<file path="src/rtl/dpram_arb_pkg.sv">
// ============================================================================
// Module   : dpram_arb_pkg
// Brief    : Shared types, default widths and helpers for the dual-port RAM arbiter.
// Revision : 1.0 - initial release
// ============================================================================
`default_nettype none

package dpram_arb_pkg;

  localparam int c_ADDR_W = 8;
  localparam int c_DATA_W = 8;
  localparam int c_RD_LAT = 1;

  typedef enum logic {
    CLI_A = 1'b0,
    CLI_B = 1'b1
  } client_e;

  // One slot of the read-return pipeline: who issued the read and whether it is live.
  typedef struct packed {
    logic    valid;
    client_e owner;
  } rd_tag_t;

  function automatic client_e other_client(input client_e c);
    return (c == CLI_A) ? CLI_B : CLI_A;
  endfunction

endpackage

`default_nettype wire

</file>
<file path="src/rtl/rr_arb2.sv">
// ============================================================================
// Module   : rr_arb2
// Brief    : Two-way round-robin arbiter; clients in their grant cycle are masked.
// Revision : 1.0 - initial release
// ============================================================================
`default_nettype none

module rr_arb2
  import dpram_arb_pkg::*;
(
  input  logic       clk,
  input  logic       reset,
  input  logic [1:0] i_req,
  input  logic [1:0] i_mask,
  output logic [1:0] o_gnt,
  output logic       o_valid,
  output client_e    o_win
);

  client_e    r_ptr;
  logic [1:0] w_elig;

  always_comb begin
    w_elig  = i_req & ~i_mask;
    o_valid = |w_elig;
    o_win   = r_ptr;
    if (!w_elig[r_ptr]) o_win = other_client(r_ptr);
    o_gnt = 2'b00;
    if (o_valid) o_gnt[o_win] = 1'b1;
  end

  // After any grant the loser becomes the favourite.
  always_ff @(posedge clk or negedge reset) begin
    if (!reset)       r_ptr <= CLI_A;
    else if (o_valid) r_ptr <= other_client(o_win);
  end

endmodule

`default_nettype wire

</file>
<file path="src/rtl/dpram_arbiter.sv">
// ============================================================================
// Module   : dpram_arbiter
// Brief    : Arbitrates two clients onto the write and read ports of one dual-port
//            RAM and routes read data back to the issuing client.
// Options  : DPRAM_BYPASS_EN - same-cycle same-address write/read returns write data
// Revision : 1.0 - initial release
// ============================================================================
`default_nettype none

module dpram_arbiter
  import dpram_arb_pkg::*;
#(
  parameter int ADDR_W = c_ADDR_W,
  parameter int DATA_W = c_DATA_W,
  parameter int RD_LAT = c_RD_LAT
) (
  input  logic              clk,
  input  logic              reset,
  input  logic              req_a,
  input  logic              req_b,
  input  logic              wr_a,
  input  logic              wr_b,
  input  logic [ADDR_W-1:0] addr_a,
  input  logic [ADDR_W-1:0] addr_b,
  input  logic [DATA_W-1:0] wdata_a,
  input  logic [DATA_W-1:0] wdata_b,
  output logic              gnt_a,
  output logic              gnt_b,
  output logic              rvalid_a,
  output logic              rvalid_b,
  output logic [DATA_W-1:0] rdata_a,
  output logic [DATA_W-1:0] rdata_b,
  output logic              ram_we,
  output logic [ADDR_W-1:0] ram_add_wr,
  output logic              ram_re,
  output logic [ADDR_W-1:0] ram_read_wr,
  output logic [DATA_W-1:0] ram_data_in,
  input  logic [DATA_W-1:0] ram_data_out
);

  logic [1:0]        w_wr_req, w_rd_req, w_wr_gnt, w_rd_gnt;
  logic              w_wr_any, w_rd_any;
  client_e           w_wr_win, w_rd_win;
  logic [1:0]        r_gnt;
  logic              r_we, r_re;
  logic [ADDR_W-1:0] r_add_wr, r_read_wr;
  logic [DATA_W-1:0] r_data_in, r_last_a, r_last_b, w_rdata;
  client_e           r_re_owner;
  rd_tag_t           r_tag [RD_LAT];
  rd_tag_t           w_tag_in, w_ret;

  assign w_wr_req = {req_b &  wr_b, req_a &  wr_a};
  assign w_rd_req = {req_b & ~wr_b, req_a & ~wr_a};

  rr_arb2 u_wr_arb (
    .clk     (clk),
    .reset   (reset),
    .i_req   (w_wr_req),
    .i_mask  (r_gnt),
    .o_gnt   (w_wr_gnt),
    .o_valid (w_wr_any),
    .o_win   (w_wr_win)
  );

  rr_arb2 u_rd_arb (
    .clk     (clk),
    .reset   (reset),
    .i_req   (w_rd_req),
    .i_mask  (r_gnt),
    .o_gnt   (w_rd_gnt),
    .o_valid (w_rd_any),
    .o_win   (w_rd_win)
  );

  always_ff @(posedge clk or negedge reset) begin
    if (!reset) begin
      r_gnt      <= 2'b00;
      r_we       <= 1'b0;
      r_add_wr   <= '0;
      r_data_in  <= '0;
      r_re       <= 1'b0;
      r_read_wr  <= '0;
      r_re_owner <= CLI_A;
    end else begin
      r_gnt      <= w_wr_gnt | w_rd_gnt;
      r_we       <= w_wr_any;
      r_add_wr   <= w_wr_any ? ((w_wr_win == CLI_A) ? addr_a  : addr_b)  : '0;
      r_data_in  <= w_wr_any ? ((w_wr_win == CLI_A) ? wdata_a : wdata_b) : '0;
      r_re       <= w_rd_any;
      r_read_wr  <= w_rd_any ? ((w_rd_win == CLI_A) ? addr_a  : addr_b)  : '0;
      r_re_owner <= w_rd_win;
    end
  end

  always_comb begin
    w_tag_in       = '0;
    w_tag_in.valid = r_re;
    w_tag_in.owner = r_re_owner;
  end

  // Tag enters as the RAM samples ram_re; it emerges with the RAM's read data.
  always_ff @(posedge clk or negedge reset) begin
    if (!reset) begin
      for (int i = 0; i < RD_LAT; i++) r_tag[i] <= '0;
    end else begin
      r_tag[0] <= w_tag_in;
      for (int i = 1; i < RD_LAT; i++) r_tag[i] <= r_tag[i-1];
    end
  end

`ifdef DPRAM_BYPASS_EN
  logic              r_byp      [RD_LAT];
  logic [DATA_W-1:0] r_byp_data [RD_LAT];

  always_ff @(posedge clk or negedge reset) begin
    if (!reset) begin
      for (int i = 0; i < RD_LAT; i++) begin
        r_byp[i]      <= 1'b0;
        r_byp_data[i] <= '0;
      end
    end else begin
      r_byp[0]      <= r_we && r_re && (r_add_wr == r_read_wr);
      r_byp_data[0] <= r_data_in;
      for (int i = 1; i < RD_LAT; i++) begin
        r_byp[i]      <= r_byp[i-1];
        r_byp_data[i] <= r_byp_data[i-1];
      end
    end
  end

  assign w_rdata = r_byp[RD_LAT-1] ? r_byp_data[RD_LAT-1] : ram_data_out;
`else
  assign w_rdata = ram_data_out;
`endif

  assign w_ret    = r_tag[RD_LAT-1];
  assign rvalid_a = w_ret.valid && (w_ret.owner == CLI_A);
  assign rvalid_b = w_ret.valid && (w_ret.owner == CLI_B);
  assign rdata_a  = rvalid_a ? w_rdata : r_last_a;
  assign rdata_b  = rvalid_b ? w_rdata : r_last_b;

  // The idle client's rdata keeps showing its last returned word.
  always_ff @(posedge clk or negedge reset) begin
    if (!reset) begin
      r_last_a <= '0;
      r_last_b <= '0;
    end else begin
      if (rvalid_a) r_last_a <= w_rdata;
      if (rvalid_b) r_last_b <= w_rdata;
    end
  end

  assign gnt_a       = r_gnt[0];
  assign gnt_b       = r_gnt[1];
  assign ram_we      = r_we;
  assign ram_add_wr  = r_add_wr;
  assign ram_data_in = r_data_in;
  assign ram_re      = r_re;
  assign ram_read_wr = r_read_wr;

endmodule

`default_nettype wire
</file>
<file path="config.mk">
export PLATFORM = sky130hd
export DESIGN_NAME = dpram_arbiter
export DESIGN_NICKNAME = d
export VERILOG_FILES = /design/src/rtl/dpram_arb_pkg.sv /design/src/rtl/rr_arb2.sv /design/src/rtl/dpram_arbiter.sv
export SDC_FILE = /design/constraint.sdc
export NUM_CORES = 1
export LEC_CHECK = 0
export BUFFER_PORTS_ARGS = -buffer_cell sky130_fd_sc_hd__buf_2
export CAP_MARGIN = 20
export CELL_PAD_IN_SITES_DETAIL_PLACEMENT = 1
export CELL_PAD_IN_SITES_GLOBAL_PLACEMENT = 1
export CORE_ASPECT_RATIO = 1.1
export CORE_MARGIN = 1.5
export CORE_UTILIZATION = 31
export CTS_BUF_LIST = sky130_fd_sc_hd__clkbuf_4 sky130_fd_sc_hd__clkbuf_8 sky130_fd_sc_hd__clkbuf_16
export DETAILED_ROUTE_END_ITERATION = 6
export GPL_TIMING_DRIVEN = 0
export PLACE_DENSITY_LB_ADDON = 0.1
export SYNTH_ARGS = -nofsm -noshare
export SYNTH_HDL_FRONTEND = slang
export SYNTH_SLANG_ARGS = --single-unit
</file>
<file path="constraint.sdc">
create_clock -name clk -period 1.4 [get_ports clk]
set_clock_uncertainty 0.15 [all_clocks]
set_input_delay 0.35 -clock clk [delete_from_list [all_inputs] [get_ports clk]]
set_output_delay 0.35 -clock clk [all_outputs]
set_load 0.005 [all_outputs]
</file>
==> flow_summary_export.csv <==
group,metric,value,unit
floorplan,fp.coreArea,0.00570,sq mm
floorplan,die_w,75.9,microns
timing,worst_pin_slew,0.290,ns
critical_path,setup.worst_path.start_class,"register",
floorplan,num_rows,29,
grt,grt_max_degree,50,
final_layout,nNetsFinal,286,
cts,clk_latency,0.30,ns
timing,period_share,1.42,
timing,setup_ws,-0.583,ns
place,hpwl,3.36,mm
final_layout,final_cells,318,
synth,yosys_warnings,0,
timing,max_freq,504,MHz
cts,clk_pin_slew,0.09,ns
final_layout,drive_gt1_frac,0.647,
timing,rsz0062_at_grt,"true",
power,power_leakage,1.61,nW
route,drtIter0Drc,18,
power,fin_total_pwr,4.56,mW
cts,htree_levels,2,
route,drc,0,
route,antenna_left,0,
synth,async_flop_share,1.00,
power,ir_drop,0.540,mV
synth,syn_nets,162,
cts,cts-root-buf,"clkbuf_8",
synth,synth_area_per_cell,15.6,sq um
cts,clock-sinks,49,
grt,grt_pass1_wl,8.00,mm
floorplan,die_area,0.00631,sq mm
route,drt_pre_antenna_iters,3,
hold_path,holdCritPathClass,"input pin to register",
synth,synth_top_cell_by_area,"dfrtp_1",
synth,synth_top_area_frac,0.677,
route,drt_wl_total,5.46,mm
outcome,run_status,"finished with violations",
timing,setup_viol,50,
route,routedWlPerCell,17.2,microns
final_layout,final_util,0.538,
outcome,violations,"setup timing",
timing,drv_slew,0,
synth,synth_ff_type,"dfrtp_1",
cts,cts_buffers,5,
cts,cts_tree,"built",
critical_path,cp_max_fo,5,
synth,ys_seq_area_frac,0.677,
synth,synthTopCellsByArea,"dfrtp_1 68%, a22o_1 12%, mux2_2 9.9%, buf_6 1.2%, nor3_2 1.1%",
critical_path,critPathArrivalTime,1.48,ns
cts,clockBufferDepth,2,
timing,min_period,1.98,ns
grt,grt_pass1_vias,1593,
synth,synthCells,116,
final_layout,synthToLayoutAreaGrowth,69.1,%
critical_path,worstPathRequired,0.90,ns
grt,grt.overflow.total,0,
floorplan,ioPinCount,92,
floorplan,initial_core_util,0.318,
final_layout,diodes,0,
route,vias,1502,
place,gp_congestion,0.697,
critical_path,critPathCaptureType,"output pin",
power,power_density,1490,mW/mm^2
floorplan,die_height,83.2,microns
synth,yosysUniqueCellTypes,23,
timing,slew_headroom,0.806,
synth,synth-edff-count,0,
synth,ys_ff_latch,49,
grt,antenna_found_initial,0,
flow_run,maxCapViolCount,0,
critical_path,path_class,"register to output pin",
place,port_buffers,91,
synth,netlist_area,0.00181,sq mm
place,dp.cells,284,
timing,hold_viol_final,0,
route,avgViaCountPerCell,4.72,
grt,grtUsageTotal,0.171,
[sequential cells by signal (all words and copies together), names as in the netlist]
| signal | flops |
|---|---|
| u_rd_arb.r_ptr | 1 |
| u_wr_arb.r_ptr | 1 |
| r_gnt | 2 |
| ram_data_in | 8 |
| r_last_a | 8 |
| ram_add_wr | 8 |
| ram_read_wr | 8 |
| ram_re | 1 |
| r_re_owner | 1 |
| ram_we | 1 |
| r_tag | 2 |
| r_last_b | 8 |
[metal layers]
layer  vias up  GRT usage  share of wire
met2        53      0.311           0.58
met5         -          0              0
li1        681          -              -
met1       763      0.185           0.36
met3         5     0.0485          0.047
met4         0     0.0487          0.011
[power breakdown]
group	total (mW)	leakage, nW	switching (mW)	internal (mW)
Combinational	1.76	0.944	0.598	1.16
Clock	0.923	0.0542	0.475	0.447
Sequential	1.88	0.616	0.137	1.74
Total	4.56	1.61	1.21	3.35
[cell usage after synthesis, types with 2 or more instances]
cell type   n
nand2b_1    3
nor3_2      2
nand2_1     2
mux2_2     16
buf_6       2
inv_1       2
dfrtp_1    49
a22o_1     24
buf_2       2
[worst paths after layout]
path,from,endpoint,slack [ns],cells after the start
hold reg to reg,r_re_owner$_DFF_PN0_,r_tag[0]$_DFF_PN0_,0.21,0
max in group asynchronous,reset,u_rd_arb.r_ptr$_DFFE_PN0P_,0.37,3
min in group asynchronous,reset,r_last_b[5]$_DFF_PN0_,0.27,2
setup reg to reg,r_gnt[1]$_DFF_PN0_,ram_data_in[6]$_DFF_PN0_,-0.22,6
setup / recovery,r_tag[0]$_DFF_PN0_,rdata_a[4],-0.58,4
hold / removal,wdata_a[3],ram_data_in[3]$_DFF_PN0_,0.11,2
[placed cells by master, fill, tap and decap left out, drive strengths merged, types with 2 or more instances in the layout]
| cell | netlist | routed |
|---|---|---|
| nand3b | 2 | 2 |
| mux2 | 16 | 16 |
| buf | 4 | 119 |
| nand2 | 2 | 2 |
| nand2b | 3 | 3 |
| inv | 2 | 2 |
| a22o | 24 | 24 |
| or2 | 2 | 2 |
| clkbuf | 0 | 7 |
| nor3 | 2 | 3 |
| dfrtp | 49 | 49 |
[critical path: stages, from the launching register on]
cell     delay [ns]
dfrtp_1        0.44
nor2b_4        0.16
buf_6          0.15
mux2_4         0.32
buf_6          0.12
[area by class of cell]
type	count	area (sq um)
clock inverter	1	5.00
timing repair buffer	117	900
fill	615	2630
inverter	2	7.51
multi-input combinational	62	696
sequential	49	1230
tap	77	96.3
clock buffer	7	96.3
buffer	3	37.5
[logic make-up (layout without fill, tap and decap cells)]
| group | after synthesis | after routing | synth area share |
|---|---|---|---|
| AO/OA/AOI/OAI | 28 | 28 | 0.131 |
| buffers and inverters | 6 | 130 | 0.0221 |
| flip-flops | 49 | 49 | 0.677 |
| multiplexers | 16 | 16 | 0.0994 |
| AND/OR/NAND/NOR | 17 | 18 | 0.0711 |
[metrics by stage]
stage	TNS [ns]	instance area (sq um)	worst slack (ns)	hold WS, ns
after floorplan	-1.63	1850	-0.0660	-0.0956
after global placement	-10.33	2400	-0.343	0.185
after detailed placement	-15.63	2400	-0.457	0.190
after CTS	-12.99	2850	-0.581	0.104
after global routing	-15.95	3060	-0.642	0.109
final	-13.26	3060	-0.583	0.112
[repair_timing]
| action | in CTS | in global routing |
|---|---|---|
| hold buffers | 0 | 1 |
| gates cloned | 3 | 1 |
| hold endpoints to repair | 0 | 7 |
| resized for setup | 28 | 35 |
| endpoints found under the setup margin | 45 | 47 |
| buffers inserted | 13 | 10 |
| pin swaps | 12 | 21 |
No activity file was read; power rests on OpenSTA's default activity.
